`src/rtl/trng_collector.sv`:
```
// trng_collector: consumer side of the ring-oscillator TRNG.
// Synchronises the raw bit stream and runs a repetition-count health test on it.
// Optionally removes bias with a von Neumann corrector.
// Packs accepted bits MSB-first into words, which leave through a valid/ready port.
module trng_collector #(
  parameter int unsigned WORD_WIDTH  = 32,
  parameter int unsigned WARMUP_BITS = 64,
  parameter int unsigned REP_LIMIT   = 32,
  parameter bit          DEBIAS      = 1'b1
) (
  input  logic                  clk,
  input  logic                  rst_n,
  input  logic                  enable_i,
  input  logic                  trng_out_i,
  output logic                  trng_en_o,
  output logic [WORD_WIDTH-1:0] word_o,
  output logic                  valid_o,
  input  logic                  ready_i,
  output logic                  health_fail_o,
  input  logic                  clear_fail_i
);

  localparam int unsigned CntW  = $clog2(WORD_WIDTH + 1);
  localparam int unsigned WarmW = $clog2(WARMUP_BITS + 1);

  localparam logic [CntW-1:0]  WordCnt  = CntW'(WORD_WIDTH);
  localparam logic [WarmW-1:0] WarmLast = WarmW'(WARMUP_BITS - 1);
  localparam logic [7:0]       RepLim   = 8'(REP_LIMIT);

  localparam logic [1:0] StIdle    = 2'd0;
  localparam logic [1:0] StWarmup  = 2'd1;
  localparam logic [1:0] StCollect = 2'd2;
  localparam logic [1:0] StFail    = 2'd3;

  // Synchroniser
  logic sync1_q, sync2_q;

  // FSM and datapath
  logic [1:0]            state_q, state_d;
  logic [WarmW-1:0]      warm_cnt_q, warm_cnt_d;
  logic                  pair_vld_q, pair_vld_d;
  logic                  pair_a_q, pair_a_d;
  logic [WORD_WIDTH-1:0] shreg_q, shreg_d;
  logic [CntW-1:0]       bit_cnt_q, bit_cnt_d;
  logic [WORD_WIDTH-1:0] word_q, word_d;
  logic                  valid_q, valid_d;

  // Health test
  logic [7:0] rep_cnt_q, rep_cnt_d, rep_upd;
  logic       last_bit_q, last_bit_d;
  logic       fail_q, fail_d;
  logic       trip;

  // Corrector outputs
  logic emit, emit_bit, pair_vld_nx, pair_a_nx;

  logic raw_vld, disable_req, buf_free;

  // The oscillators run in every state except idle, so a raw bit is present on each such cycle.
  assign raw_vld     = (state_q != StIdle);
  // Dropping enable stops warmup/collection at once; a failed source stays on until cleared.
  assign disable_req = ((state_q == StWarmup) || (state_q == StCollect)) && !enable_i;
  assign buf_free    = !valid_q || ready_i;

  assign trng_en_o     = raw_vld;
  assign word_o        = word_q;
  assign valid_o       = valid_q;
  assign health_fail_o = fail_q;

  // Repetition-count health test on the synchronised raw bit.
  always_comb begin
    rep_upd = rep_cnt_q;
    trip    = 1'b0;
    if (raw_vld && !disable_req) begin
      // A count of zero means there is no previous bit to compare with.
      if ((rep_cnt_q != 8'd0) && (sync2_q == last_bit_q)) begin
        rep_upd = (rep_cnt_q >= RepLim) ? rep_cnt_q : rep_cnt_q + 8'd1;
      end else begin
        rep_upd = 8'd1;
      end
      trip = (rep_upd >= RepLim);
    end
    // A trip in the same cycle as a clear keeps the counter and the flag.
    rep_cnt_d  = (disable_req || (clear_fail_i && !trip)) ? 8'd0 : rep_upd;
    last_bit_d = (raw_vld && !disable_req) ? sync2_q : last_bit_q;
    fail_d     = trip | (fail_q & ~clear_fail_i);
  end

  // Von Neumann pairing (or pass-through) of the current raw bit.
  always_comb begin
    emit        = 1'b0;
    emit_bit    = sync2_q;
    pair_vld_nx = pair_vld_q;
    pair_a_nx   = pair_a_q;
    if (DEBIAS) begin
      if (!pair_vld_q) begin
        pair_vld_nx = 1'b1;
        pair_a_nx   = sync2_q;
      end else begin
        // 01 gives 0, 10 gives 1: the emitted bit is the first of the pair.
        pair_vld_nx = 1'b0;
        emit        = (pair_a_q != sync2_q);
        emit_bit    = pair_a_q;
      end
    end else begin
      emit = 1'b1;
    end
  end

  // FSM, word packing and output buffer next-state.
  always_comb begin
    state_d    = state_q;
    warm_cnt_d = warm_cnt_q;
    pair_vld_d = pair_vld_q;
    pair_a_d   = pair_a_q;
    shreg_d    = shreg_q;
    bit_cnt_d  = bit_cnt_q;
    word_d     = word_q;
    valid_d    = valid_q & ~ready_i;

    case (state_q)
      StIdle: begin
        if (enable_i) begin
          state_d    = StWarmup;
          warm_cnt_d = '0;
        end
      end

      StWarmup, StCollect: begin
        if (disable_req || trip) begin
          // Disable keeps a pending word; a health failure discards it.
          state_d    = disable_req ? StIdle : StFail;
          if (!disable_req) begin
            valid_d = 1'b0;
          end
          warm_cnt_d = '0;
          pair_vld_d = 1'b0;
          pair_a_d   = 1'b0;
          shreg_d    = '0;
          bit_cnt_d  = '0;
        end else if (state_q == StWarmup) begin
          if (warm_cnt_q == WarmLast) begin
            state_d    = StCollect;
            warm_cnt_d = '0;
            pair_vld_d = 1'b0;
          end else begin
            warm_cnt_d = warm_cnt_q + WarmW'(1);
          end
        end else begin
          pair_vld_d = pair_vld_nx;
          pair_a_d   = pair_a_nx;
          // A full shifter waiting on the buffer drops new bits; pair phase still advances.
          if (emit && (bit_cnt_q != WordCnt)) begin
            shreg_d   = {shreg_q[WORD_WIDTH-2:0], emit_bit};
            bit_cnt_d = bit_cnt_q + CntW'(1);
          end
          if ((bit_cnt_d == WordCnt) && buf_free) begin
            word_d    = shreg_d;
            valid_d   = 1'b1;
            bit_cnt_d = '0;
          end
        end
      end

      StFail: begin
        if (clear_fail_i && !trip) begin
          state_d    = enable_i ? StWarmup : StIdle;
          warm_cnt_d = '0;
        end
      end

      default: state_d = StIdle;
    endcase
  end

  // Two-flop synchroniser for the asynchronous oscillator output.
  always_ff @(posedge clk or negedge rst_n) begin
    if (!rst_n) begin
      sync1_q <= 1'b0;
      sync2_q <= 1'b0;
    end else begin
      sync1_q <= trng_out_i;
      sync2_q <= sync1_q;
    end
  end

  // FSM, datapath and output buffer state.
  always_ff @(posedge clk or negedge rst_n) begin
    if (!rst_n) begin
      state_q    <= StIdle;
      warm_cnt_q <= '0;
      pair_vld_q <= 1'b0;
      pair_a_q   <= 1'b0;
      shreg_q    <= '0;
      bit_cnt_q  <= '0;
      word_q     <= '0;
      valid_q    <= 1'b0;
    end else begin
      state_q    <= state_d;
      warm_cnt_q <= warm_cnt_d;
      pair_vld_q <= pair_vld_d;
      pair_a_q   <= pair_a_d;
      shreg_q    <= shreg_d;
      bit_cnt_q  <= bit_cnt_d;
      word_q     <= word_d;
      valid_q    <= valid_d;
    end
  end

  // Health test state.
  always_ff @(posedge clk or negedge rst_n) begin
    if (!rst_n) begin
      rep_cnt_q  <= 8'd0;
      last_bit_q <= 1'b0;
      fail_q     <= 1'b0;
    end else begin
      rep_cnt_q  <= rep_cnt_d;
      last_bit_q <= last_bit_d;
      fail_q     <= fail_d;
    end
  end

endmodule

```
`config.mk`:
```
export PLATFORM = sky130hd
export DESIGN_NAME = trng_collector
export DESIGN_NICKNAME = d
export VERILOG_FILES = /design/src/rtl/trng_collector.sv
export SDC_FILE = /design/constraint.sdc
export NUM_CORES = 1
export LEC_CHECK = 0
export CAP_MARGIN = 40
export CORE_AREA = 2 2 85 128
export DETAILED_ROUTE_END_ITERATION = 10
export DIE_AREA = 0 0 87 130
export SLEW_MARGIN = 20
export SYNTH_ARGS = -nofsm -noshare
export SYNTH_HDL_FRONTEND = slang
export SYNTH_SLANG_ARGS = --single-unit
export TNS_END_PERCENT = 30
```
`constraint.sdc`:
```
create_clock -name clk -period 5 [get_ports clk]
set_input_delay 1 -clock clk [delete_from_list [all_inputs] [get_ports clk]]
set_output_delay 1 -clock clk [all_outputs]
set_load 0.03 [all_outputs]
```
==> impl_metrics.py, run 1 <==
metrics = {
    "critical_path": {
        "r2r_slack_ps": 1900,
        "crit_arrival_ps": 3540,
        "crit_path_max_incr_delay_ps": 530,
        "r2r-end": "word_o[3]$_DFFE_PN0P_",
        "cp_cell_sequence": "clkdlybuf4s50_1 > nor2b_1 > nor3_1 > a2111o_1 > or4_2 > buf_4 > nand2_1 > o21ai_2",
        "start_kind": "primary input",
        "crit_fanout": 64,
        "reg2regPathDepth": 9,
        "required_ps": 5200,
        "critPathCaptureType": "flop",
        "path_class": "primary input to flop",
        "r2r_start": "state_q[0]$_DFFE_PN0P_",
        "cp_slowest_cell": "or4_2",
    },
    "global_routing": {
        "grt_pass1_wl_mm": 14.6,
        "overflow": 0,
        "grt_start_max_net_pins": 65,
        "grt_antenna_before_repair": 0,
        "grt_use_total_pct": 16.2,
        "grt_pass1_vias": 3103,
    },
    "logic_synthesis": {
        "synth_fp_nets": 426,
        "synth_ff_type": "dfrtp_1",
        "async_flop_share_pct": 100,
        "synth_top_area_share_pct": 52.1,
        "yosys-top-cells-area": "dfrtp_1 (52%), mux2i_1 (7.5%), a22o_1 (6.8%), o21ai_2 (5.4%), nand2_1 (3.9%)",
        "synth_warnings": 0,
        "ys_seq_area_share_pct": 52.1,
        "yosys.area.top_type": "dfrtp_1",
        "synth-seq-cells": 94,
        "synth_edf_count": 0,
        "syn_inst": 411,
        "synth_area_um2": 4510,
        "syn_area_per_cell_um2": 11.0,
        "synth.distinct_cells": 54,
    },
    "sta": {
        "drv_slew": 0,
        "hold_viol_final": 0,
        "final.min_clock_period_ps": 3340,
        "worst_pin_slew_ps": 768,
        "min_period_over_period_pct": 66.8,
        "setup_viol": 0,
        "rsz0062_at_grt": "false",
        "finalClockSkew_ps": 5.42,
        "relSlewSlack_pct": 48.1,
        "tns_ps": 0,
        "timing.fmax_ghz": 0.299,
    },
    "clock_network": {
        "cts_root_buf": "clkbuf_16",
        "numCtsBuffers": 9,
        "cts_setup_buffers": 0,
        "clk_latency_ps": 330,
        "cts_resized": 0,
        "numClockSinks": 94,
        "clk_pin_slew_ps": 60,
        "cts.hold.buffers_added": 0,
        "cts_tree": "built",
        "h-tree-depth": 3,
        "cts_buffer_depth": 2,
    },
    "die": {
        "die_y_um": 130,
        "ioPinCount": 41,
        "core_area_um2": 10300,
        "rows": 46,
        "die-area_um2": 11300,
        "start_util_pct": 43.8,
        "fp.dieW_um": 87,
    },
    "pwr": {
        "p_sw_share_pct": 33.3,
        "pwr-share-seq_pct": 41.2,
        "clkPwrFrac_pct": 31.1,
        "power_leakage_nw": 2.46,
        "power.internal_mw": 1.36,
        "combPwrFrac_pct": 27.7,
        "powerDensity_nw_per_um2": 386,
        "p_sw_mw": 0.676,
        "peakVddDrop_uv": 256,
    },
    "placement": {
        "place_hpwl_mm": 5.63,
        "port_buffers": 40,
        "dpl-instance-area_um2": 4980,
        "gp_congestion": 0.883,
    },
    "worst_hold_path": {
        "hold_class": "flop to flop",
        "min-delay-start": "sync1_q$_DFF_PN0_",
        "min_to": "sync2_q$_DFF_PN0_",
        "worstHoldPathCells": 0,
    },
    "detailed_routing": {
        "drtAntennaViolNets": 0,
        "dr.first_iter.drc_count": 167,
        "viasPerCell": 5.52,
        "first_pass_iters": 4,
        "num_vias": 3153,
        "route.detailed.drc": 0,
        "post_drt_wl_per_cell_um": 14.5,
        "wl_mm": 8.26,
    },
    "layout": {
        "layout_common_cells": "dfrtp_1 (94), nand2_1 (47), clkdlybuf4s50_1 (39)",
        "fin_area_um2": 5260,
        "synthToLayoutAreaGrowth_pct": 16.5,
        "drive_above_1_share_pct": 12.6,
        "fin_util_pct": 51.0,
        "nFillCells": 941,
        "final_common_cell": "dfrtp_1",
        "nets": 462,
        "num_antenna_cells": 0,
    },
    "flow_run": {
        "maxCapViolations": 0,
    },
    "status": {
        "status": "finished clean",
    },
}
[flip-flops by register name, indices dropped and copies added, names as in the netlist]
register / count
last_bit_q: 1
word_o: 32
bit_cnt_q: 6
health_fail_o: 1
sync2_q: 1
rep_cnt_q: 8
pair_vld_q: 1
state_q: 2
sync1_q: 1
valid_o: 1
shreg_q: 32
pair_a_q: 1
warm_cnt_q: 7
[Yosys cell counts, types with 3 or more instances]
master,count
nand2_1,47
o21ai_2,28
nor4_1,3
o21ai_1,7
nand4_1,3
nor2_1,26
nor3_1,8
mux2i_1,34
xor2_1,3
and3_1,3
a21oi_1,8
o21ai_0,14
o41ai_1,3
dfrtp_1,94
nor2b_1,5
nand3_1,6
ha_1,9
a22o_1,35
clkbuf_1,11
buf_6,6
inv_1,14
a21o_1,3
[per-layer routing]
| layer | share of wire (%) | vias to the layer above | track usage [%] | wire length (µm) |
|---|---|---|---|---|
| met5 | 0 | - | 0 | 0 |
| met4 | 2.6 | 0 | 7.63 | 212 |
| met3 | 2.8 | 16 | 3.29 | 231 |
| met2 | 50 | 60 | 27.1 | 4150 |
| met1 | 44 | 1507 | 20.0 | 3660 |
| li1 | - | 1570 | - | - |
[cell type report]
class,instances,area (µm²),share of cell area [%]
sequential,94,2350,44.7
inverter,14,52.6,1.00
clock inverter,2,17.5,0.333
tap,120,150,2.86
timing repair buffer,45,435,8.28
clock buffer,13,260,4.95
multi-input combinational,283,1990,37.8
[critical path: cells and delay by family]
family	cells	cell delay, ps
simple gates	4	1190
buf+inv	2	860
compound gates	2	440
[worst max-delay path by stage]
stage / slack [ps] / from / cells after the start / end
2_1_floorplan: 2370 / enable_i / 8 / word_o[15]$_DFFE_PN0P_
3_3_place_gp: 1380 / enable_i / 8 / word_o[27]$_DFFE_PN0P_
3_5_place_dp: 1330 / enable_i / 8 / word_o[3]$_DFFE_PN0P_
4_1_cts: 1670 / enable_i / 8 / word_o[3]$_DFFE_PN0P_
5_1_grt: 1440 / enable_i / 8 / word_o[12]$_DFFE_PN0P_
6_report: 1660 / enable_i / 8 / word_o[3]$_DFFE_PN0P_
[kinds of logic (layout without fill, tap and decap cells)]
kind of cell    after synthesis  count (layout)  share of synthesized area [%]
compound gates              116             116                           20.0
simple gates                116             116                           12.1
flops                        94              94                           52.1
mux                          36              36                           8.04
buf+inv                      34              74                           3.96
fa+ha+maj                     9               9                           2.50
xor+xnor                      6               6                           1.33
[metrics by stage]
step                std cells  power, mW  setup WS (ps)  hold WS [ps]
floorplan                 411       1.27           2370           331
CTS                       571       2.06           1670           352
global placement          556       1.40           1380           337
detailed placement        556       1.42           1330           338
finish                    571       2.03           1660           350
global route              571       2.16           1440           361
[power by group through the flow]
stage | Combinational, mW | Clock, mW | Sequential (mW)
4_1_cts | 0.568 | 0.654 | 0.837
5_1_grt | 0.631 | 0.682 | 0.845
3_5_place_dp | 0.567 | 0 | 0.851
6_report | 0.563 | 0.631 | 0.837
3_3_place_gp | 0.553 | 0 | 0.849
2_1_floorplan | 0.434 | 0 | 0.835
No activity file was read; power rests on OpenSTA's default activity.
==> run 2, diff against run 1 <==
Settings changed: PLACE_DENSITY from default to 0.66.
Clock period 5 ns to 2.7 ns, I/O delays scaled along.
==> run 2 against run 1 <==
Sequential cell count unchanged. Register-to-register slack got worse by 1700 ps. Clock-buffer cell count shrank 3. Die area unchanged. Global-route usage increased by 0.68 points. Core utilization up 2.4 points.
==> impl_metrics.py, run 2 (synthesis results as in run 1) <==
metrics = {
    "global_routing": {
        "grt_pass1_vias": 3302,
        "grt_start_max_net_pins": 95,
        "grt_pass1_wl_mm": 15.1,
        "overflow": 0,
        "grt_antenna_before_repair": 0,
        "grt_use_total_pct": 16.9,
    },
    "critical_path": {
        "critPathCaptureType": "flop",
        "r2r-end": "shreg_q[19]$_DFFE_PN0P_",
        "crit_path_start": "state_q[0]$_DFFE_PN0P_",
        "cp_num_cells": 10,
        "start_kind": "flop",
        "r2r_slack_ps": 230,
        "cp_slowest_cell": "or3_1",
        "crit_path_max_incr_delay_ps": 380,
        "required_ps": 2930,
        "crit_arrival_ps": 2710,
        "path_class": "flop to flop",
        "crit_family": "buffers and inverters",
        "reg2regPathDepth": 10,
        "path_buf_inv": 4,
        "crit_fanout": 34,
        "r2r_start": "state_q[0]$_DFFE_PN0P_",
        "worst_path_most_repeated_cell": "buf_4",
        "critPathCapture": "shreg_q[19]$_DFFE_PN0P_",
        "cp_cell_sequence": "inv_1 > ha_1 > nor2b_1 > buf_4 > or3_1 > o21ai_0 > buf_4 > o21ai_2 > buf_12 > a22o_1",
    },
    "clock_network": {
        "cts_buffer_depth": 2,
        "clk_latency_ps": 350,
        "cts_root_buf": "clkbuf_16",
        "clk_pin_slew_ps": 60,
        "numClockSinks": 94,
        "cts.hold.buffers_added": 0,
        "cts_tree": "built",
        "h-tree-depth": 3,
        "numCtsBuffers": 9,
    },
    "pwr": {
        "power_leakage_nw": 2.59,
        "powerDensity_nw_per_um2": 747,
        "peakVddDrop_uv": 495,
    },
    "placement": {
        "gp_congestion": 0.823,
        "port_buffers": 40,
        "dpl-instance-area_um2": 5130,
        "place_ws_ps": -80.7,
        "place_hpwl_mm": 5.64,
        "dp.cells": 570,
    },
    "layout": {
        "nets": 477,
        "drive_above_1_share_pct": 16.3,
        "fin_area_um2": 5510,
        "num_antenna_cells": 0,
        "synthToLayoutAreaGrowth_pct": 22.0,
        "final_common_cell": "dfrtp_1",
        "stdcell_count": 587,
        "layout_common_cells": "dfrtp_1 (94), nand2_1 (47), clkdlybuf4s50_1 (39)",
    },
    "sta": {
        "worst_pin_slew_ps": 569,
        "setup_viol": 0,
        "drv_slew": 0,
        "min_period_over_period_pct": 91.6,
        "relSlewSlack_pct": 62.0,
        "rsz0062_at_grt": "false",
        "hold_viol_final": 0,
        "final.min_clock_period_ps": 2470,
        "timing.fmax_ghz": 0.404,
        "finalWorstSetupSlack_ps": 226,
        "finalClockSkew_ps": 8.40,
    },
    "die": {
        "rows": 46,
        "die-area_um2": 11300,
        "core_area_um2": 10300,
        "start_util_pct": 43.8,
        "fp.dieW_um": 87,
        "ioPinCount": 41,
        "die_y_um": 130,
    },
    "detailed_routing": {
        "viasPerCell": 5.50,
        "wl_mm": 8.75,
        "drtAntennaViolNets": 0,
        "num_vias": 3228,
        "dr.first_iter.drc_count": 153,
        "first_pass_iters": 4,
        "post_drt_wl_per_cell_um": 14.9,
        "route.detailed.drc": 0,
    },
    "status": {
        "status": "finished clean",
    },
    "worst_hold_path": {
        "hold_class": "primary input to async pin",
    },
    "flow_run": {
        "maxCapViolations": 0,
    },
}
-- run 2: worst reg2reg max path, delay by kind of cell, from the launching register on --
family          cells  cell delay (ps)
compound gates      3              580
buf+inv             4              580
flops               1              370
fa+ha+maj           1              310
simple gates        2              530
-- run 2: per-stage QoR --
stage | setup TNS, ps | hold WS (ps) | power [mW] | utilization (%)
2_1_floorplan | 0 | 244 | 2.35 | -
3_3_place_gp | -1300 | 336 | 2.73 | 49.8
3_5_place_dp | -2240 | 338 | 2.77 | 49.8
6_report | 0 | 232 | 4.11 | 53.4
5_1_grt | 0 | 293 | 4.34 | 53.4
4_1_cts | 0 | 255 | 4.14 | 53.0
-- run 2: how the worst min path moves through the flow --
stage	startpoint	end	slack, ps	depth (start not counted)
6_report	rst_n	warm_cnt_q[0]$_DFFE_PN0P_	230	2
5_1_grt	rst_n	warm_cnt_q[0]$_DFFE_PN0P_	290	2
4_1_cts	rst_n	warm_cnt_q[0]$_DFFE_PN0P_	260	2
3_5_place_dp	sync1_q$_DFF_PN0_	sync2_q$_DFF_PN0_	340	0
3_3_place_gp	sync1_q$_DFF_PN0_	sync2_q$_DFF_PN0_	340	0
2_1_floorplan	rst_n	bit_cnt_q[0]$_DFFE_PN0P_	240	0
-- run 2: layer usage --
layer  vias to the layer above  GRT usage (%)  part of all wire (%)
met5                         -              0                     0
met4                         0           9.74                   2.9
met3                        18           2.47                   2.5
met2                        62           28.8                    52
met1                      1557           20.1                    43
li1                       1591              -                     -
-- run 2: final cells by class --
cell class / count / area [µm²]
well taps: 120 / 150
clock buffers: 10 / 229
inverters: 14 / 52.6
flip-flops and latches: 94 / 2350
multi-input cells: 283 / 2000
clock inverters: 6 / 93.8
fillers: 866 / 4800
repair buffers: 60 / 623
-- run 2: where the power goes --
part	leakage (nW)	switching (mW)	internal (mW)
logic	1.14	0.720	0.482
clock network	0.153	0.553	0.818
registers	1.30	0.0647	1.47
-- run 2: timing repair --
item	4_1_cts	5_1_grt
setup buffers	0	0
endpoints found under the setup margin	0	33
resized for setup	0	4
==> run 3, diff against run 2 <==
Settings changed: CTS_BUF_LIST from default to sky130_fd_sc_hd__clkbuf_8.
==> run 3 against run 2 <==
Die area stayed put. Routed wire length shrank 0.49%. Global-route usage is 0.27 points lower. Worst hold slack lost 29 ps. Non-clock buffer count unchanged. Sequential cell count unchanged. Clock skew rose by 3.7 ps. Clock power down 25%. Final cell count is the same. Clock-buffer cell count decreased by 1. Combinational power barely moved. Highest routed layer unchanged.
==> impl_metrics.py, run 3 (synthesis results as in run 1) <==
metrics = {
    "sta": {
        "finalWorstSetupSlack_ps": 221,
        "timing.fmax_ghz": 0.403,
        "relSlewSlack_pct": 61.9,
        "whs_ps": 203,
        "tns_ps": 0,
        "finalClockSkew_ps": 12.1,
        "final.min_clock_period_ps": 2480,
        "min_period_over_period_pct": 91.8,
        "worst_pin_slew_ps": 571,
        "hold_viol_final": 0,
        "rsz0062_at_grt": "false",
        "setup_viol": 0,
        "drv_slew": 0,
    },
    "die": {
        "rows": 46,
        "ioPinCount": 41,
        "die-area_um2": 11300,
        "fp.dieW_um": 87,
        "start_util_pct": 43.8,
        "core_area_um2": 10300,
        "die_y_um": 130,
    },
    "flow_run": {
        "maxCapViolations": 0,
    },
    "global_routing": {
        "grt_use_total_pct": 16.6,
        "grt_start_max_net_pins": 95,
        "grt_antenna_before_repair": 0,
        "overflow": 0,
        "grt_pass1_vias": 3255,
        "grt_pass1_wl_mm": 15.0,
    },
    "worst_hold_path": {
        "hold_class": "primary input to async pin",
    },
    "clock_network": {
        "cts_resized": 0,
        "cts_setup_buffers": 0,
        "numClockSinks": 94,
        "cts.hold.buffers_added": 0,
        "cts_root_buf": "clkbuf_8",
        "clk_pin_slew_ps": 90,
        "clk_latency_ps": 370,
        "numCtsBuffers": 9,
        "cts_tree": "built",
        "h-tree-depth": 3,
        "cts_buffer_depth": 2,
    },
    "placement": {
        "port_buffers": 40,
        "place_ws_ps": -80.7,
        "place_hpwl_mm": 5.64,
        "dp.cells": 570,
        "gp_congestion": 0.823,
    },
    "detailed_routing": {
        "post_drt_wl_per_cell_um": 14.8,
        "num_vias": 3217,
        "first_pass_iters": 4,
        "dr.first_iter.drc_count": 157,
        "wl_mm": 8.71,
        "viasPerCell": 5.48,
        "drtAntennaViolNets": 0,
        "route.detailed.drc": 0,
    },
    "layout": {
        "final_common_cell": "dfrtp_1",
        "layout_common_cells": "dfrtp_1 (92), nand2_1 (47), clkdlybuf4s50_1 (39)",
        "nets": 477,
        "stdcell_count": 587,
        "nFillCells": 878,
        "synthToLayoutAreaGrowth_pct": 19.8,
        "drive_above_1_share_pct": 16.7,
        "num_antenna_cells": 0,
    },
    "critical_path": {
        "worst_path_most_repeated_cell": "buf_4",
        "crit_arrival_ps": 2730,
        "r2r_slack_ps": 220,
        "start_kind": "flop",
        "critPathCaptureType": "flop",
        "cp_cell_sequence": "inv_1 > ha_1 > nor2b_1 > buf_4 > or3_1 > o21ai_0 > buf_4 > o21ai_2 > buf_12 > a22o_1",
        "path_class": "flop to flop",
        "required_ps": 2950,
        "cp_slowest_cell": "dfrtp_1",
        "crit_fanout": 34,
        "crit_path_max_incr_delay_ps": 380,
    },
    "pwr": {
        "power_leakage_nw": 2.55,
        "peakVddDrop_uv": 484,
        "powerDensity_nw_per_um2": 697,
        "p_total_mw": 3.77,
    },
    "status": {
        "status": "finished clean",
    },
}
## run 3: worst max-delay path, delay by kind of cell (launching register included)
| kind | cells | cell delay (ps) |
|---|---|---|
| compound gates | 3 | 560 |
| fa+ha+maj | 1 | 310 |
| buf+inv | 4 | 580 |
| flops | 1 | 380 |
| simple gates | 2 | 530 |
## run 3: area by class of cell
class	count	area [µm²]	share of cell area, %
clock buffers	9	124	2.29
well taps	120	150	2.78
flip-flops and latches	94	2350	43.6
inverters	14	52.6	0.972
clock inverters	7	97.6	1.81
multi-input cells	283	2000	37.1
repair buffers	60	623	11.5
## run 3: worst paths after layout
check	from	endpoint	cells past startpoint
max	state_q[0]$_DFFE_PN0P_	shreg_q[3]$_DFFE_PN0P_	10
min in group clk	sync1_q$_DFF_PN0_	sync2_q$_DFF_PN0_	0
min	rst_n	warm_cnt_q[6]$_DFFE_PN0P_	2
max reg2reg	state_q[0]$_DFFE_PN0P_	shreg_q[3]$_DFFE_PN0P_	10
min reg2reg	sync1_q$_DFF_PN0_	sync2_q$_DFF_PN0_	0
max in group asynchronous	rst_n	bit_cnt_q[0]$_DFFE_PN0P_	2
## run 3: report_power, final
| group | leakage [nW] | switching, mW | internal [mW] |
|---|---|---|---|
| Combinational | 1.14 | 0.719 | 0.482 |
| Clock | 0.111 | 0.505 | 0.525 |
| Sequential | 1.30 | 0.0655 | 1.48 |
## run 3: metal layers
metal  routed length [µm]  vias to the layer above  GRT usage, %  share of wire [%]
met5                    0                        -             0                  0
met4                  176                        0          7.54                2.0
met3                  206                       15          2.85                2.4
met2                 4530                       49          28.7                 52
met1                 3790                     1571          20.1                 44
li1                     -                     1582             -                  -
## run 3: through the flow
step / util, % / cell area, µm²
after CTS: 52.0 / 5360
after floorplan: - / 4510
after global routing: 52.5 / 5410
after global placement: 49.8 / 5130
final: 52.5 / 5410
after detailed placement: 49.8 / 5130
